**src/rtl/mem_arb_pkg.sv**
```systemverilog
// Shared types for the RAM data-port arbiter: session FSM encoding and round-robin pointer step.
// The pointer step skips master 0, which is only ever granted inside a debug session.
package mem_arb_pkg;

    typedef enum logic [1:0] {
        NORMAL  = 2'd0,
        DRAIN   = 2'd1,
        DEBUG   = 2'd2,
        RELEASE = 2'd3
    } state_t;

    function automatic int rr_next(input int ptr, input int n);
        return (ptr >= n - 1) ? 1 : ptr + 1;
    endfunction

endpackage

```
**src/rtl/rr_pick.sv**
```systemverilog
// Combinational round-robin picker over masters 1..N-1, starting at i_ptr; one-hot result.
// Zero latency; a request with no grant simply stays pending upstream.
module rr_pick #(
    parameter int N     = 3,
    parameter int PTR_W = 2
) (
    input  logic [N-1:0]     i_req,
    input  logic [PTR_W-1:0] i_ptr,
    output logic [N-1:0]     o_gnt
);

    logic [PTR_W-1:0] w_idx;
    logic             w_found;

    always_comb begin
        o_gnt   = '0;
        w_found = 1'b0;
        w_idx   = i_ptr;
        for (int k = 0; k < N - 1; k++) begin
            if (!w_found && i_req[w_idx]) begin
                o_gnt[w_idx] = 1'b1;
                w_found      = 1'b1;
            end
            // Wrap from the last master back to 1, never onto the debug master.
            w_idx = (w_idx == PTR_W'(N - 1)) ? PTR_W'(1) : w_idx + PTR_W'(1);
        end
    end

endmodule

```
**src/rtl/mem_port_arbiter.sv**
```systemverilog
// N-master arbiter for the RAM data port with a debug session that halts the CPU and owns the port.
// Grant and RAM drive are same-cycle; read data returns one cycle later; requests are held until m_gnt.
module mem_port_arbiter
    import mem_arb_pkg::*;
#(
    parameter int N_MASTERS = 3,
    parameter int ADDR_W    = 32,
    parameter int DATA_W    = 32,
    parameter int BSEL_W    = 2
) (
    input  logic                          clk,
    input  logic                          rst,
    input  logic                          dbg_req,
    output logic                          halt,
    input  logic [N_MASTERS-1:0]          m_req,
    input  logic [N_MASTERS-1:0]          m_we,
    input  logic [N_MASTERS*ADDR_W-1:0]   m_addr,
    input  logic [N_MASTERS*DATA_W-1:0]   m_wdata,
    input  logic [N_MASTERS*BSEL_W-1:0]   m_bsel,
    output logic [N_MASTERS-1:0]          m_gnt,
    output logic [N_MASTERS-1:0]          m_rvalid,
    output logic [DATA_W-1:0]             m_rdata,
    output logic [ADDR_W-1:0]             ram_addr,
    output logic [DATA_W-1:0]             ram_wdata,
    output logic [BSEL_W-1:0]             ram_bsel,
    output logic                          ram_we,
    input  logic [DATA_W-1:0]             ram_rdata
);

    localparam int PTR_W = $clog2(N_MASTERS);

    state_t                 r_state;
    state_t                 w_state_nxt;
    logic [PTR_W-1:0]       r_rr_ptr;
    logic [PTR_W-1:0]       w_win_idx;
    logic [N_MASTERS-1:0]   w_rr_gnt;
    logic [N_MASTERS-1:0]   w_gnt;
    logic [N_MASTERS-1:0]   r_rvalid;
    logic                   r_halt;

    rr_pick #(
        .N     (N_MASTERS),
        .PTR_W (PTR_W)
    ) u_rr_pick (
        .i_req (m_req),
        .i_ptr (r_rr_ptr),
        .o_gnt (w_rr_gnt)
    );

    always_comb begin
        w_state_nxt = r_state;
        w_gnt       = '0;
        case (r_state)
            NORMAL: begin
                if (dbg_req) w_state_nxt = DRAIN;
                else         w_gnt       = w_rr_gnt;
            end
            DRAIN:   w_state_nxt = DEBUG;
            DEBUG: begin
                // Master 0 still wins in the exit cycle so its last access completes.
                w_gnt[0] = m_req[0];
                if (!dbg_req) w_state_nxt = RELEASE;
            end
            RELEASE: w_state_nxt = NORMAL;
            default: w_state_nxt = NORMAL;
        endcase
        if (rst) w_gnt = '0;
    end

    always_comb begin
        w_win_idx = '0;
        ram_addr  = '0;
        ram_wdata = '0;
        ram_bsel  = '0;
        ram_we    = 1'b0;
        for (int i = 0; i < N_MASTERS; i++) begin
            if (w_gnt[i]) begin
                w_win_idx = PTR_W'(i);
                ram_addr  = m_addr[i*ADDR_W +: ADDR_W];
                ram_wdata = m_wdata[i*DATA_W +: DATA_W];
                ram_bsel  = m_bsel[i*BSEL_W +: BSEL_W];
                ram_we    = m_we[i];
            end
        end
    end

    always_ff @(posedge clk) begin
        if (rst) begin
            r_state  <= NORMAL;
            r_rr_ptr <= PTR_W'(1);
            r_halt   <= 1'b0;
            r_rvalid <= '0;
        end else begin
            r_state  <= w_state_nxt;
            r_halt   <= (w_state_nxt == DEBUG);
            r_rvalid <= w_gnt & ~m_we;
            if (r_state == NORMAL && |w_gnt)
                r_rr_ptr <= PTR_W'(rr_next(int'(w_win_idx), N_MASTERS));
        end
    end

    assign m_gnt    = w_gnt;
    assign halt     = r_halt;
    // A read in flight when reset hits is dropped, not delivered.
    assign m_rvalid = rst ? '0 : r_rvalid;
    assign m_rdata  = ram_rdata;

endmodule
```
**config.mk**
```make
export PLATFORM = sky130hd
export DESIGN_NAME = mem_port_arbiter
export DESIGN_NICKNAME = d
export VERILOG_FILES = /design/src/rtl/mem_arb_pkg.sv /design/src/rtl/rr_pick.sv /design/src/rtl/mem_port_arbiter.sv
export SDC_FILE = /design/constraint.sdc
export NUM_CORES = 1
export LEC_CHECK = 0
export ABC_AREA = 1
export CAP_MARGIN = 40
export CORE_AREA = 8 8 129 131
export CTS_CLUSTER_SIZE = 28
export DETAILED_ROUTE_END_ITERATION = 8
export DIE_AREA = 0 0 137 139
export PLACE_DENSITY = 0.62
export RECOVER_POWER = 25
export SETUP_SLACK_MARGIN = 0.15
export SLEW_MARGIN = 10
export SYNTH_ARGS = -nofsm -noshare
export SYNTH_HDL_FRONTEND = slang
export SYNTH_HIERARCHICAL = 1
export SYNTH_SLANG_ARGS = --single-unit
```
**constraint.sdc**
```tcl
create_clock -name clk -period 2.2 [get_ports clk]
set_input_delay 0.44 -clock clk [delete_from_list [all_inputs] [get_ports clk]]
set_output_delay 0.44 -clock clk [all_outputs]
set_load 0.02 [all_outputs]
```
==> results of run 1 <==
-- cell families after synthesis --
group,synth area share
fa+ha+maj,0.0181
compound gates,0.282
flops,0.0772
simple gates,0.382
buf+inv,0.241
-- cells in the mapped netlist --
cell type and number:
o21ai_0 3, nand3_1 76, clkbuf_1 4, ha_1 3, nand3b_1 1, buf_6 9
a21oi_1 2, a22oi_2 9, nand2_1 80, buf_4 33, nor2_1 12, nand2_2 1
nor3_1 1, o211ai_2 1, a21boi_0 1, inv_1 10, buf_2 15, nor2_2 1
dfxtp_1 8, nor2_4 2, a22oi_1 57, nand3_2 2, inv_2 6
-- worst max path at each step --
stage	depth (start not counted)	to	from	slack, ns
finish	14	ram_wdata[25]	m_req[1]	-0.31
global route	14	ram_wdata[2]	r_rr_ptr[1]	-0.41
CTS	14	ram_wdata[25]	r_rr_ptr[0]	-0.29
detailed placement	12	ram_wdata[2]	m_req[0]	-1.01
global placement	12	ram_addr[2]	m_req[0]	-0.97
floorplan	10	ram_addr[12]	m_req[0]	0.13
-- registers in the layout, summed over array words and instances (netlist names) --
register / cells
r_rr_ptr: 2
r_state: 2
halt: 1
r_rvalid: 3
-- critical path, stage by stage --
cell and delay [ns]:
clkdlybuf4s15_1 0.21, nand3_2 0.10, nand2_2 0.08, nor2_2 0.04, nand3_1 0.08, nand2_2 0.09, buf_6 0.13, o211ai_4 0.19
buf_8 0.16, buf_12 0.12, buf_16 0.13, nand3_2 0.08, nand2_2 0.09, buf_6 0.12
-- power groups by stage --
stage                     clock network, mW  registers (mW)  logic [mW]
final                                 0.302           0.208        2.57
after global routing                  0.321           0.214        2.72
after CTS                             0.313           0.206        2.45
after detailed placement                  0           0.197        1.90
after global placement                    0           0.195        1.87
after floorplan                           0           0.199       0.956
-- through the flow --
step	util	power, mW	cell area, um^2
2_1_floorplan	-	1.15	2130
3_3_place_gp	0.338	2.06	4980
3_5_place_dp	0.338	2.10	4980
4_1_cts	0.400	2.97	5900
5_1_grt	0.420	3.25	6190
6_report	0.420	3.08	6190
-- metal layers --
metal | up-vias | routed length [um]
met4 | 0 | 274
met3 | 20 | 1930
li1 | 1738 | -
met1 | 1701 | 5860
met5 | - | 0
met2 | 222 | 8740
-- timing repair --
| item | CTS | global route |
|---|---|---|
| cloned | 13 | 5 |
| buffers inserted | 22 | 3 |
| pin swaps | 39 | 20 |
| endpoints found under the setup margin | 74 | 74 |
| resized for setup | 482 | 43 |
| hold buffers | 0 | 0 |
-- layout make-up --
cell class	instances	area (um^2)
Multi-Input combinational cell	252	1760
Timing Repair Buffer	343	3870
Sequential cell	8	170
Fill cell	1421	8560
Inverter	16	77.6
Tap cell	188	235
Clock buffer	3	75.1
==> metrics, run 1 <==
status complete, but fails checks; failing checks negative setup slack; synth warn 6; Synthesized Nets 579; number of global-route vias before repair 3866; Reg clk slew, reported paths 0.03 ns; GR Util met3 0.0496; DP HPWL 11300 um; Synth Register Bits 8; Seq/Total Area, Yosys 0.0772; full die area 0.0190 mm^2; port buffer count 280; grt peak-use layer met2; routed vias/inst 4.54; clk_lat worst skew 0.23 ns; largest cells by area after synthesis a22oi_1 21%, nand3_1 18%, nand2_1 14%; Final Wtd Congestion 0.816; arrival time at the worst endpoint 2.07 ns; Slew Limit Fails 0; worst vdd ir 0.000272 V; worst r2r dst r_rr_ptr[0]; Sw Ratio 0.415; internal power 1.80 mW; Mapped Area 0.00208 mm^2; Cell variety after synth 23; cell taking the most area after synthesis a22oi_1; Final min period 2.51 ns; Clock power frac 0.098; reg-to-reg slack, setup 0.23 ns; width of the die 137 um; placed cell count 764; M2 GR Usage 0.292; TritonCTS Sinks 8; largest net degree at the start of global routing 32; initial drt markers 128; Max Cap Viol 0; hold path cells 2; Final #Nets 866; HP Class flip-flop to flip-flop; GR Layer Usage met1 0.167; # setup viols final 68; GRT Util Overall 0.156; CP Capture Type output port; WP data required 1.76 ns; Inserted Clock Buffers 3; DR vias 3681; Mapped Avg Cell Area 6.16 um^2; Post-Layout Cell Count 810; Tightest Pin Transition 0.250 ns; clk root buf clkbuf_16; min-delay src r_rr_ptr[0]; Cells after Synth 337; hold endpoint r_rr_ptr[0]; critical path type input pin to output port; total grt overflow 0; clock tree buffer depth 2; worst clock skew 0.00552 ns; Layout Area Growth over Synthesis 198%; Gate power share 0.834; FP Rows 45; total iterations of the first detailed-routing run 6; Final Hold Fails 0; Die H 139 um; H-tree depth 1; Hold Slack 0.538 ns; Synth top area share 0.206; worst-case reg-to-reg path depth 15; Sw Pwr 1.28 mW; final worst slack -0.312 ns; sequential fraction of design power 0.068; core area 0.0148 mm^2; WL/cell 20.7 um; CP Launch Type input pin; CTS tree done; Final ANT Viol Nets 0; Place WS -1.01 ns; Ant. Diodes 0; pwr/cell area 497 mW/mm^2; setup repair after global routing missed its margin true; relative slew slack 0.833; CP Max Fanout 8; Max Clock Freq 398 MHz; first-pass GRT wire length 23100 um; Period Utilization, post-route 1.14; DRT Wirelength 16800 um; share of cells above drive strength 1 0.392; static leakage 2.65 nW; RR Startpoint r_rr_ptr[1]; initial antenna violation count 0; I/O pin count 345; commonest non-fill, non-tap cell in the layout clkdlybuf4s50_1; setup TNS -16.81 ns; most frequent cells in the layout 202 x clkdlybuf4s50_1, 72 x buf_6, 57 x nand3_1; DRC viols 0; Initial Utilization 0.141
No activity file was read; power rests on OpenSTA's default activity.
==> inputs of run 2 (changes only) <==
ABC_AREA = unset   (was 1)
CORE_AREA = 8 8 127 129   (was 8 8 129 131)
DIE_AREA = 0 0 135 137   (was 0 0 137 139)
PLACE_DENSITY = 0.65   (was 0.62)
clock period = 2.85 ns   (was 2.2 ns; I/O delays follow)
==> run 2 against run 1 <==
The run still ends with negative setup slack left. Power is 21% lower. Register-to-register slack better by 0.57 ns. Area after synthesis is 6.9% higher. Worst hold slack worse by 0.0066 ns. Global-route usage increased by 0.71 points. Cell area decreased by 3.1%. Synthesized cell count down 23%. Count of clock-buffer cells in the layout stayed put. Via count is 1.4% lower. Largest cell class unchanged.
==> metrics, run 2 <==
Inserted Clock Buffers 3; relative slew slack 0.773; Regs by FF count r_rvalid: 3 flops, r_rr_ptr: 2 flops, r_state: 2 flops; largest cells by area after synthesis a32o_1 30%, a31o_1 26%, buf_4 12%; total grt overflow 0; Hold Slack 0.531 ns; Largest Register r_rvalid; total iterations of the first detailed-routing run 4; Period Utilization, post-route 1.02; Place WS -0.861 ns; Slew Limit Fails 0; initial antenna violation count 2; clock tree buffer depth 2; post-synthesis compound-gate area fraction 0.608; clk_lat worst skew 0.24 ns; worst r2r dst r_rr_ptr[1]; CP Max Fanout 8; asr flop ratio synth 0; fill count 1337; first-pass GRT wire length 23200 um; post-synthesis xor/xnor area fraction 0.00395; Final ANT Viol Nets 0; Tightest Pin Transition 0.340 ns; WP data required 2.28 ns; arrival time at the worst endpoint 2.34 ns; synth warn 6; Synth Flop Type dfxtp_1; FP Rows 44; pwr/cell area 404 mW/mm^2; Synthesized Nets 503; Final min period 2.91 ns; commonest non-fill, non-tap cell in the layout clkdlybuf4s50_1; WL/cell 23.7 um; Synth top area share 0.298; Final #Nets 783; Synth Register Bits 8; Synth Area in Simple Gates 0.0807; # setup viols final 17; Cell variety after synth 37; share of cells above drive strength 1 0.293; Reg clk slew, reported paths 0.03 ns; Final Wtd Congestion 0.862; Mapped Area 0.00222 mm^2; critical path type input pin to output port; mux share of post-synthesis cell area 0; width of the die 135 um; TritonCTS Sinks 8; reg-to-reg slack, setup 0.80 ns; number of global-route vias before repair 3813; hold endpoint r_state[0]; failing checks negative setup slack; Mapped Avg Cell Area 8.50 um^2; most frequent cells in the layout 205 x clkdlybuf4s50_1, 81 x buf_6, 67 x a31o_1; cell taking the most area after synthesis a32o_1; clk root buf clkbuf_16; Ant. Diodes 0; Die H 137 um; Max Cap Viol 0; CP Capture Type output port; Initial Utilization 0.156; I/O pin count 345; placed cell count 681; cell area after layout 0.00599 mm^2; initial drt markers 143; GRT Util Overall 0.163; Post-Layout Cell Count 723; Synth Area in Adders 0.0169; full die area 0.0185 mm^2; worst vdd ir 0.000395 V; worst clock skew 0.00380 ns; Max Clock Freq 344 MHz; Layout Area Growth over Synthesis 170%; routed vias/inst 5.02; largest family of logic cells by synthesized area compound AO/OA/AOI/OAI gates; hold path cells 2; largest net degree at the start of global routing 37; port buffer count 280; final worst slack -0.0577 ns; worst-case reg-to-reg path depth 8; Largest register FFs 3; min-delay src r_state[0]; DR vias 3629; synth cell count leaders 67 x a31o_1, 66 x a32o_1, 35 x buf_4; DP HPWL 12300 um; EDFF count, synth 0; dpl cell area 0.00515 mm^2; RR Startpoint r_rr_ptr[0]; HP Class flip-flop to flip-flop; Critical Path Source m_req[1]; core area 0.0142 mm^2; DRT Wirelength 17100 um; CP Launch Type input pin; setup repair after global routing missed its margin true; DRC viols 0; hold_buf cts 0; utilization after layout 0.422; H-tree depth 1; Seq/Total Area, Yosys 0.0722; most instantiated library cell after synthesis a31o_1; Cells after Synth 261; Final Hold Fails 0; CTS tree done; static leakage 2.40 nW; status complete, but fails checks
-- run 2: cell count changes in the layout (fill, tap and decap cells not counted), sizes merged, moves of 6 or more --
cell / before / now
a32o: 0 / 66
a31o: 0 / 67
inv: 15 / 7
nand3: 78 / 1
nand2: 81 / 0
nor2b: 0 / 6
nor2: 15 / 2
a22oi: 66 / 1
-- run 2: area by class of cell --
cell class	instances	area, um^2	area share
tap	184	230	0.0384
clock buffer	3	75.1	0.0125
timing repair buffer	346	3850	0.642
inverter	7	31.3	0.00522
multi-input combinational	175	1650	0.275
sequential	8	160	0.0267
-- run 2: cells by family after synthesis --
family	after synthesis
and+or+nand+nor	26
buffers and inverters	78
adders and majority gates	3
DFF	8
xor gates and xnor gates	1
AOI/OAI and AO/OA	145
-- run 2: worst max-delay path by stage --
stage                              end  cells past startpoint
final                      ram_addr[9]                     12
after global routing       ram_addr[9]                     12
after CTS                  ram_addr[9]                     12
after detailed placement  ram_addr[12]                      8
after global placement    ram_addr[12]                      8
after floorplan                 ram_we                      7
-- run 2: critical path, cell delays in order --
cell and delay (ns):
buf_6 0.09, or3b_4 0.36, a21boi_2 0.16, nor4bb_4 0.23
buf_4 0.17, buf_12 0.10, buf_16 0.10, buf_12 0.12
buf_6 0.08, a32o_1 0.11, a31o_1 0.11, buf_6 0.12
-- run 2: repair_timing --
item | 4_1_cts | 5_1_grt
cloned | 7 | 5
resized for setup | 449 | 21
pin swaps | 17 | 27
setup endpoints to repair | 73 | 69
setup buffers | 22 | 5
-- run 2: routing by layer --
layer | global-route usage | wire (um)
met5 | 0 | 27
met4 | 0.0432 | 479
met2 | 0.283 | 8330
met1 | 0.185 | 6610
met3 | 0.0576 | 1690
-- run 2: power by group --
| group | internal (mW) | leakage [nW] | switching [mW] |
|---|---|---|---|
| logic | 1.12 | 2.30 | 0.904 |
| registers | 0.140 | 0.0652 | 0.0119 |
| clock network | 0.181 | 0.0370 | 0.0582 |
-- run 2: metrics by stage --
step,setup TNS (ns),power [mW]
final,-0.459,2.42
after global routing,-4.45,2.53
after floorplan,0,1.06
after global placement,-53.30,1.84
after CTS,-0.754,2.34
after detailed placement,-53.91,1.86
==> inputs of run 3 (changes only) <==
CORE_AREA = 5 5 131 133   (was 8 8 127 129)
DIE_AREA = 0 0 136 138   (was 0 0 135 137)
PLACE_DENSITY = 0.6   (was 0.65)
==> run 3 against run 2 <==
Largest power group unchanged. Critical path type unchanged. The run still ends with negative setup slack left. Register-to-register slack improved by 0.18 ns. Count of clock-buffer cells in the layout unchanged. Global-route usage decreased by 1.0 points. Via count decreased by 1.5%.
==> metrics, run 3 (synthesis results as in run 2) <==
DP HPWL 11800 um; DRC viols 0; Inserted Clock Buffers 3; CP Max Fanout 6; Final #Nets 791; DRT Wirelength 16100 um; port buffer count 280; WP data required 2.28 ns; Die H 138 um; dpl cell area 0.00521 mm^2; final worst slack -0.0374 ns; clk root buf clkbuf_16; pwr/cell area 393 mW/mm^2; Period Utilization, post-route 1.01; core area 0.0157 mm^2; I/O pin count 345; clk_lat worst skew 0.23 ns; critical path type input pin to output port; Final Hold Fails 0; Reg clk slew, reported paths 0.03 ns; Final min period 2.89 ns; CTS tree done; static leakage 2.46 nW; hold_buf cts 0; DR vias 3573; Layout Area Growth over Synthesis 175%; # setup viols final 14; Final ANT Viol Nets 0; total iterations of the first detailed-routing run 4; setup TNS -0.330 ns; CP Capture Type output port; Slew Limit Fails 0; FP Rows 46; fill count 1544; full die area 0.0188 mm^2; initial drt markers 177; arrival time at the worst endpoint 2.32 ns; routed vias/inst 4.68; GRT Util Overall 0.153; worst clock skew 0.00195 ns; Largest register FFs 3; worst vdd ir 0.000357 V; first-pass GRT wire length 22800 um; Max Cap Viol 0; HP Class flip-flop to flip-flop; CP Launch Type input pin; Ant. Diodes 0; Final Wtd Congestion 0.797; most frequent cells in the layout 205 x clkdlybuf4s50_1, 95 x buf_6, 67 x a31o_1; Max Clock Freq 346 MHz; total grt overflow 0; status complete, but fails checks; largest net degree at the start of global routing 43; Regs by FF count r_rvalid: 3 flops, r_rr_ptr: 2 flops, r_state: 2 flops; TritonCTS Sinks 8; Largest Register r_rvalid; share of cells above drive strength 1 0.314; initial antenna violation count 1; failing checks negative setup slack; setup repair after global routing missed its margin true; width of the die 136 um; Tightest Pin Transition 0.335 ns; Initial Utilization 0.141; Hold Slack 0.511 ns; WL/cell 21.0 um; H-tree depth 1; cell area after layout 0.00609 mm^2; clock tree buffer depth 2; relative slew slack 0.777; number of global-route vias before repair 3855; commonest non-fill, non-tap cell in the layout clkdlybuf4s50_1
run 3: layer usage:
layer / global-route usage / share of wire
met1: 0.171 / 0.37
met2: 0.277 / 0.51
met3: 0.0410 / 0.092
met4: 0.0477 / 0.026
met5: 0 / 0.00050
run 3: what timing repair did:
action | in CTS | in global routing
resized for setup | 459 | 20
setup endpoints to repair | 70 | 69
endpoints found under the hold margin | 0 | 0
buffers inserted | 30 | 5
pin swaps | 9 | 7
cloned | 5 | 4
run 3: worst paths after layout:
path                     from             to  slack [ns]  cells after the start
setup / recovery     m_req[1]  ram_wdata[30]       -0.04                     10
hold / removal     r_state[0]     r_state[0]        0.51                      2
setup reg to reg  r_rr_ptr[1]    r_rvalid[2]        0.98                      8
hold reg to reg    r_state[0]     r_state[0]        0.51                      2
run 3: layout make-up:
cell class	count	area (um^2)	share of cell area
repair buffers	354	3900	0.640
multi-input cells	175	1660	0.272
well taps	216	270	0.0443
flip-flops and latches	8	161	0.0265
clock buffers	3	75.1	0.0123
inverters	7	26.3	0.00431
run 3: worst max-delay path: stages:
cell and delay (ns):
buf_6 0.09, or3b_1 0.36, a21boi_2 0.17, nor4bb_4 0.27, buf_6 0.22, buf_12 0.14, buf_6 0.11, a32o_2 0.12
a31o_1 0.13, buf_6 0.13
run 3: stage by stage:
step / cells / worst slack (ns) / power (mW) / utilization
finish: 763 / -0.0374 / 2.39 / 0.388
global route: 763 / -0.146 / 2.52 / 0.388
global placement: 716 / -0.809 / 1.84 / 0.332
detailed placement: 716 / -0.848 / 1.87 / 0.332
floorplan: 261 / 0.177 / 1.06 / -
CTS: 754 / -0.102 / 2.35 / 0.377
run 3: where the power goes:
part / internal [mW] / total (mW) / switching, mW
sequential: 0.141 / 0.155 / 0.0143
combinational: 1.12 / 2.01 / 0.886
clock: 0.181 / 0.234 / 0.0535
total: 1.44 / 2.39 / 0.954
